===== src/rtl/usb_pkg.sv =====
// ---------------------------------------------------------------------------
// usb_pkg
// Shared definitions for the USB TX path: the packet command encoding seen by
// the TX control FSM, the scheduler state encoding, the counter width and the
// default inter-packet gap / watchdog limits.
// ---------------------------------------------------------------------------
package usb_pkg;

  // Packet command handed to the TX control FSM
  typedef enum logic [1:0] {
    PKT_IDLE = 2'b00,
    PKT_DATA = 2'b01,
    PKT_ACK  = 2'b10,
    PKT_NACK = 2'b11
  } tx_packet_t;

  // Scheduler states
  typedef enum logic [1:0] {
    ST_IDLE     = 2'd0,
    ST_ISSUE    = 2'd1,
    ST_WAIT_EOP = 2'd2,
    ST_GAP      = 2'd3
  } sched_state_t;

  localparam int CNT_BITS           = 10;
  localparam int DEFAULT_GAP_CYCLES = 16;
  localparam int DEFAULT_WDOG_LIMIT = 1023;

  // Handshake packets carry no payload and no size
  function automatic logic is_handshake(input tx_packet_t pkt);
    return (pkt == PKT_ACK) || (pkt == PKT_NACK);
  endfunction

endpackage


===== src/rtl/flex_counter.sv =====
// ---------------------------------------------------------------------------
// flex_counter
// Free-running up counter with synchronous clear (priority over enable).
// Ports:
//   clk          in   system clock
//   n_rst        in   asynchronous active-low reset
//   clear        in   synchronous clear to zero
//   count_enable in   increment when high
//   count_out    out  current count (NUM_CNT_BITS wide)
// ---------------------------------------------------------------------------
module flex_counter #(
  parameter int NUM_CNT_BITS = 10
) (
  input  logic                    clk,
  input  logic                    n_rst,
  input  logic                    clear,
  input  logic                    count_enable,
  output logic [NUM_CNT_BITS-1:0] count_out
);

  logic [NUM_CNT_BITS-1:0] count_reg;
  logic [NUM_CNT_BITS-1:0] count_next;

  always_comb begin
    count_next = count_reg;
    if (clear) begin
      count_next = '0;
    end else if (count_enable) begin
      count_next = count_reg + 1'b1;
    end
  end

  always_ff @(posedge clk or negedge n_rst) begin
    if (!n_rst) begin
      count_reg <= '0;
    end else begin
      count_reg <= count_next;
    end
  end

  assign count_out = count_reg;

endmodule


===== src/rtl/tx_packet_scheduler.sv =====
// ---------------------------------------------------------------------------
// tx_packet_scheduler
// Decides which packet the TX control FSM sends next. ACK/NACK requests from
// RX are latched into pending flags and take priority over DATA; NACK beats
// ACK when both are pending. After each packet an idle gap of GAP_CYCLES is
// enforced, and a watchdog aborts a packet whose tx_eop never arrives.
// Ports:
//   clk                  in   system clock
//   n_rst                in   asynchronous active-low reset
//   ack_req              in   pulse: RX wants an ACK sent
//   nack_req             in   pulse: RX wants a NACK sent
//   data_req             in   level: TX buffer holds a packet
//   data_size[6:0]       in   byte count of that packet
//   tx_eop               in   pulse: TX control FSM finished the packet
//   tx_packet[1:0]       out  command: 00 IDLE, 01 DATA, 10 ACK, 11 NACK
//   tx_packet_data_size  out  size latched at DATA issue
//   tx_busy              out  high from issue until the gap completes
//   tx_done              out  one-cycle pulse when a DATA packet ends
//   tx_timeout           out  sticky watchdog-expired flag
// ---------------------------------------------------------------------------
module tx_packet_scheduler
  import usb_pkg::*;
#(
  parameter int GAP_CYCLES = DEFAULT_GAP_CYCLES,
  parameter int WDOG_LIMIT = DEFAULT_WDOG_LIMIT
) (
  input  logic       clk,
  input  logic       n_rst,
  input  logic       ack_req,
  input  logic       nack_req,
  input  logic       data_req,
  input  logic [6:0] data_size,
  input  logic       tx_eop,
  output logic [1:0] tx_packet,
  output logic [6:0] tx_packet_data_size,
  output logic       tx_busy,
  output logic       tx_done,
  output logic       tx_timeout
);

  // Terminal counts: the counter starts at 0 on state entry, so the last
  // cycle of an N-cycle interval sees count == N-1.
  localparam logic [CNT_BITS-1:0] GAP_LAST  = CNT_BITS'(GAP_CYCLES - 1);
  localparam logic [CNT_BITS-1:0] WDOG_LAST = CNT_BITS'(WDOG_LIMIT - 1);

  sched_state_t  state_reg, state_next;
  tx_packet_t    pkt_reg, pkt_next;
  logic [6:0]    size_reg, size_next;
  logic          busy_reg, busy_next;
  logic          done_reg, done_next;
  logic          timeout_reg, timeout_next;
  logic          ack_pend_reg, ack_pend_next;
  logic          nack_pend_reg, nack_pend_next;

  logic [CNT_BITS-1:0] count;
  logic                count_clear;
  logic                count_enable;

  // One counter serves both the watchdog and the gap; every state change
  // restarts it from zero.
  assign count_clear  = (state_next != state_reg);
  assign count_enable = (state_reg == ST_WAIT_EOP) || (state_reg == ST_GAP);

  flex_counter #(
    .NUM_CNT_BITS(CNT_BITS)
  ) u_counter (
    .clk         (clk),
    .n_rst       (n_rst),
    .clear       (count_clear),
    .count_enable(count_enable),
    .count_out   (count)
  );

  always_comb begin
    state_next     = state_reg;
    pkt_next       = pkt_reg;
    size_next      = size_reg;
    busy_next      = busy_reg;
    done_next      = 1'b0;
    timeout_next   = timeout_reg;
    // Incoming pulses are captured in every state
    ack_pend_next  = ack_pend_reg | ack_req;
    nack_pend_next = nack_pend_reg | nack_req;

    case (state_reg)
      ST_IDLE: begin
        if (nack_pend_reg || ack_pend_reg) begin
          pkt_next = nack_pend_reg ? PKT_NACK : PKT_ACK;
          // A handshake consumes both flags; a pulse arriving in this very
          // cycle survives as a new pending request.
          ack_pend_next  = ack_req;
          nack_pend_next = nack_req;
        end else if (data_req) begin
          pkt_next  = PKT_DATA;
          size_next = data_size;
        end
        if (nack_pend_reg || ack_pend_reg || data_req) begin
          state_next = ST_ISSUE;
          busy_next  = 1'b1;
        end
      end

      ST_ISSUE: begin
        state_next = ST_WAIT_EOP;
      end

      ST_WAIT_EOP: begin
        // A tx_eop that coincides with watchdog expiry is a normal finish
        if (tx_eop) begin
          state_next = ST_GAP;
          pkt_next   = PKT_IDLE;
          done_next  = !is_handshake(pkt_reg) && (pkt_reg == PKT_DATA);
        end else if (count == WDOG_LAST) begin
          state_next   = ST_GAP;
          pkt_next     = PKT_IDLE;
          timeout_next = 1'b1;
        end
      end

      ST_GAP: begin
        if (count == GAP_LAST) begin
          state_next = ST_IDLE;
          busy_next  = 1'b0;
        end
      end

      default: begin
        state_next = ST_IDLE;
        pkt_next   = PKT_IDLE;
        busy_next  = 1'b0;
      end
    endcase
  end

  always_ff @(posedge clk or negedge n_rst) begin
    if (!n_rst) begin
      state_reg     <= ST_IDLE;
      pkt_reg       <= PKT_IDLE;
      size_reg      <= '0;
      busy_reg      <= 1'b0;
      done_reg      <= 1'b0;
      timeout_reg   <= 1'b0;
      ack_pend_reg  <= 1'b0;
      nack_pend_reg <= 1'b0;
    end else begin
      state_reg     <= state_next;
      pkt_reg       <= pkt_next;
      size_reg      <= size_next;
      busy_reg      <= busy_next;
      done_reg      <= done_next;
      timeout_reg   <= timeout_next;
      ack_pend_reg  <= ack_pend_next;
      nack_pend_reg <= nack_pend_next;
    end
  end

  assign tx_packet           = pkt_reg;
  assign tx_packet_data_size = size_reg;
  assign tx_busy             = busy_reg;
  assign tx_done             = done_reg;
  assign tx_timeout          = timeout_reg;

endmodule


===== config.mk =====
export PLATFORM = sky130hd
export DESIGN_NAME = tx_packet_scheduler
export DESIGN_NICKNAME = d
export VERILOG_FILES = /design/src/rtl/usb_pkg.sv /design/src/rtl/flex_counter.sv /design/src/rtl/tx_packet_scheduler.sv
export SDC_FILE = /design/constraint.sdc
export NUM_CORES = 1
export LEC_CHECK = 0
export CAP_MARGIN = 25
export CORE_UTILIZATION = 54
export CTS_BUF_LIST = sky130_fd_sc_hd__clkbuf_4 sky130_fd_sc_hd__clkbuf_8 sky130_fd_sc_hd__clkbuf_16
export DETAILED_ROUTE_END_ITERATION = 8
export GPL_ROUTABILITY_DRIVEN = 0
export GPL_TIMING_DRIVEN = 0
export PLACE_DENSITY_LB_ADDON = 0.08
export SLEW_MARGIN = 10
export SYNTH_ARGS = -nofsm -noshare
export SYNTH_HDL_FRONTEND = slang
export SYNTH_SLANG_ARGS = --single-unit

===== constraint.sdc =====
create_clock -name clk -period 2.9 [get_ports clk]
set_input_delay 0.29 -clock clk [delete_from_list [all_inputs] [get_ports clk]]
set_output_delay 0.29 -clock clk [all_outputs]
set_load 0.01 [all_outputs]

==> impl_metrics.sql <==
INSERT INTO impl_metrics (metric_group, metric, value, unit) VALUES
('synthesis', 'synthTopCellsByArea', 'sky130_fd_sc_hd__dfrtp_1 50%, sky130_fd_sc_hd__mux2_2 7.7%, sky130_fd_sc_hd__nor2_1 5.1%, sky130_fd_sc_hd__ha_1 4.8%, sky130_fd_sc_hd__xnor2_1 3.3%', ''),
('drt', 'num_vias', '957', ''),
('synthesis', 'syn_area', '1313', 'um2'),
('floorplanning', 'die_outline_area', '2632', 'um2'),
('timing', 'layout_min_cycle_time', '2261', 'ps'),
('drt', 'drtIter0Drc', '10', ''),
('timing', 'worst_hold_slack', '298.7', 'ps'),
('synthesis', 'synth_compound_area_share', '12.20', '%'),
('global_route', 'globalRouteOverflowTotal', '0', ''),
('job', 'max_cap_violations', '0', ''),
('worst_setup_path', 'cp_data_arrival_time', '2530', 'ps'),
('worst_setup_path', 'critical_path_peak_fanout', '10', ''),
('clock_network', 'hold_buffers', '0', ''),
('synthesis', 'synth_edf_count', '0', ''),
('worst_setup_path', 'critPathSlowestCell', 'sky130_fd_sc_hd__dfrtp_1', ''),
('power', 'lkg_pwr', '0.7235', 'nW'),
('clock_network', 'cts_tree', 'yes', ''),
('layout', 'area_growth_syn_to_layout', '26.12', '%'),
('clock_network', 'numCtsBuffers', '3', ''),
('floorplanning', 'fp-row-count', '17', ''),
('clock_network', 'clkTransAtPathRegs', '150', 'ps'),
('synthesis', 'synthesized_area_fraction_occupied_by_and_or_nand_nor_cells', '17.73', '%'),
('global_route', 'grtUsageTotal', '22.91', '%'),
('timing', 'period_share', '77.98', '%'),
('synthesis', 'synthFlopType', 'sky130_fd_sc_hd__dfrtp_1', ''),
('synthesis', 'ys_seq_area_share', '49.57', '%'),
('drt', 'total_routed_length', '2.552', 'mm'),
('timing', 'setup_viol', '0', ''),
('synthesis', 'ys_types', '33', ''),
('synthesis', 'synthesis_warnings', '0', ''),
('power', 'ir_worst_vdd', '0.6911', 'mV'),
('clock_network', 'cts_sinks', '26', ''),
('synthesis', 'synth_xor_area_share', '6.006', '%'),
('clock_network', 'maximum_count_of_clock_buffers_along_a_single_path', '2', ''),
('clock_network', 'ctsResizeCount', '0', ''),
('global_route', 'number_of_global_route_vias_before_repair', '992', ''),
('global_route', 'grt_start_max_net_pins', '16', ''),
('placement', 'dp.final_hpwl', '1.955', 'mm'),
('worst_hold_path', 'min-delay-path-class', 'in -> async', ''),
('timing', 'final-max-slew-violation-count', '0', ''),
('synthesis', 'post_synth_inst_count', '114', ''),
('worst_setup_path', 'timing.critical_path.cells', 'inv_1 -> ha_1 -> nor4b_4 -> or3_1 -> a2bb2oi_1 -> o211ai_4 -> a211oi_2', ''),
('layout', 'nNetsFinal', '162', ''),
('clock_network', 'clk_root_buffer_cell', 'sky130_fd_sc_hd__clkbuf_4', ''),
('layout', 'n_fill_cell', '164', ''),
('power', 'power.density', '872.3', 'nW/um2'),
('timing', 'max_slew.worst_pin.slew', '562.7', 'ps'),
('synthesis', 'synth_area_leader_cell', 'sky130_fd_sc_hd__dfrtp_1', ''),
('floorplanning', 'fp.dieW', '51.30', 'um'),
('worst_setup_path', 'critical_path.endpoint_type', 'flop', ''),
('layout', 'drive_above_1_share', '16.08', '%'),
('synthesis', 'ys_seq_elements', '26', ''),
('floorplanning', 'io-pin-count', '25', ''),
('worst_setup_path', 'worst_ep_required_time', '3160', 'ps'),
('outcome', 'outcome', 'finished clean', ''),
('clock_network', 'worst_skew_pair.late_latency', '330', 'ps'),
('timing', 'rsz_0062_raised_after_global_routing', 'false', ''),
('timing', 'fin_setup_tns', '0', 'ps'),
('clock_network', 'cts_setup_buffers', '0', ''),
('synthesis', 'synth.mux.area_fraction', '7.722', '%'),
('drt', 'drc', '0', ''),
('drt', 'detail_route.wl_per_cell', '14.92', 'um'),
('worst_setup_path', 'start_kind', 'flop', ''),
('synthesis', 'synth_top_cell_area_share', '49.57', '%'),
('floorplanning', 'die_height', '51.30', 'um'),
('drt', 'ant_nets', '0', ''),
('synthesis', 'synth_top_family_by_area', 'simple AND/OR/NAND/NOR gates', ''),
('timing', 'fmaxAchievable', '0.4422', 'GHz'),
('synthesis', 'post_synth_fa_ha_maj_area_fraction', '4.766', '%'),
('global_route', 'initial_antenna_violation_count', '0', ''),
('synthesis', 'async_reset_ff_share', '100.0', '%');
[layout make-up]
cell class | count | area [um2] | area share (%)
Buffer | 1 | 3.754 | 0.2268
Clock buffer | 3 | 22.52 | 1.361
Clock inverter | 1 | 30.03 | 1.814
Inverter | 6 | 22.52 | 1.361
Multi-Input combinational cell | 81 | 635.6 | 38.40
Sequential cell | 26 | 650.6 | 39.30
Tap cell | 28 | 35.03 | 2.116
Timing Repair Buffer | 25 | 255.2 | 15.42
[cell families after synthesis]
family | count (synthesis)
DFF | 26
buffers and inverters | 7
and+or+nand+nor | 42
AOI/OAI and AO/OA | 16
adders and majority gates | 5
xor gates and xnor gates | 9
muxes | 9
[layout by cell type, fill, tap and decap left out, types with 2 or more instances in the layout]
master | Yosys | routed
sky130_fd_sc_hd__or4_1 | 2 | 2
sky130_fd_sc_hd__inv_1 | 6 | 6
sky130_fd_sc_hd__nor2_1 | 18 | 18
sky130_fd_sc_hd__clkdlybuf4s50_1 | 0 | 24
sky130_fd_sc_hd__dfrtp_1 | 26 | 26
sky130_fd_sc_hd__or2_2 | 2 | 2
sky130_fd_sc_hd__a21o_1 | 4 | 4
sky130_fd_sc_hd__mux2_2 | 9 | 9
sky130_fd_sc_hd__nand3_1 | 3 | 3
sky130_fd_sc_hd__a211oi_2 | 2 | 2
sky130_fd_sc_hd__or3_1 | 2 | 2
sky130_fd_sc_hd__nand2_1 | 4 | 4
sky130_fd_sc_hd__nor4_1 | 2 | 2
sky130_fd_sc_hd__nand4_1 | 2 | 2
sky130_fd_sc_hd__xnor2_1 | 5 | 5
sky130_fd_sc_hd__xor2_1 | 4 | 4
sky130_fd_sc_hd__nor3_1 | 2 | 2
sky130_fd_sc_hd__clkbuf_4 | 0 | 3
sky130_fd_sc_hd__ha_1 | 5 | 5
[through the flow]
step / setup WS [ps] / area, um2 / instances / util, % / total power, W
final: 638.6 / 1655 / 171 / 73.42 / 0.001444
after CTS: 617.3 / 1655 / 171 / 73.42 / 0.001452
after global placement: 709.2 / 1588 / 166 / 70.42 / 0.001172
after floorplan: 923.9 / 1313 / 114 / - / 0.0009716
after global routing: 479.8 / 1655 / 171 / 73.42 / 0.001534
after detailed placement: 658.7 / 1603 / 167 / 71.09 / 0.001200
[metal layers]
metal | GRT usage [%] | routed length, um | part of all wire (%)
met2 | 37.72 | 1268 | 50
met3 | 3.274 | 78 | 3.1
met4 | 11.26 | 49 | 1.9
met5 | 0 | 0 | 0
met1 | 29.39 | 1155 | 45
[report_power, final]
| part | leakage [nW] | switching (W) | internal, W |
|---|---|---|---|
| sequential | 0.336 | 0.0000791 | 0.000450 |
| combinational | 0.359 | 0.000337 | 0.000326 |
| clock | 0.0279 | 0.000111 | 0.000140 |
| total | 0.724 | 0.000528 | 0.000916 |
[worst paths after layout]
kind | from | endpoint | slack (ps) | depth (start not counted)
hold reg to reg | tx_timeout | tx_timeout | 490 | 1
hold / removal | n_rst | tx_packet_data_size[5] | 300 | 1
min in group clk | tx_timeout | tx_timeout | 490 | 1
setup reg to reg | state_reg[0] | u_counter.count_out[1] | 640 | 7
setup / recovery | state_reg[0] | u_counter.count_out[1] | 640 | 7
max in group asynchronous | n_rst | tx_packet[0] | 2090 | 2
[critical path: cells and delay by family (launching register included)]
kind	cells	cell delay, ps
AO/OA/AOI/OAI	3	670
AND/OR/NAND/NOR	2	580
flip-flops	1	450
adder cells (fa/ha/maj)	1	290
buffers and inverters	1	220
No activity file was read; power rests on OpenSTA's default activity.
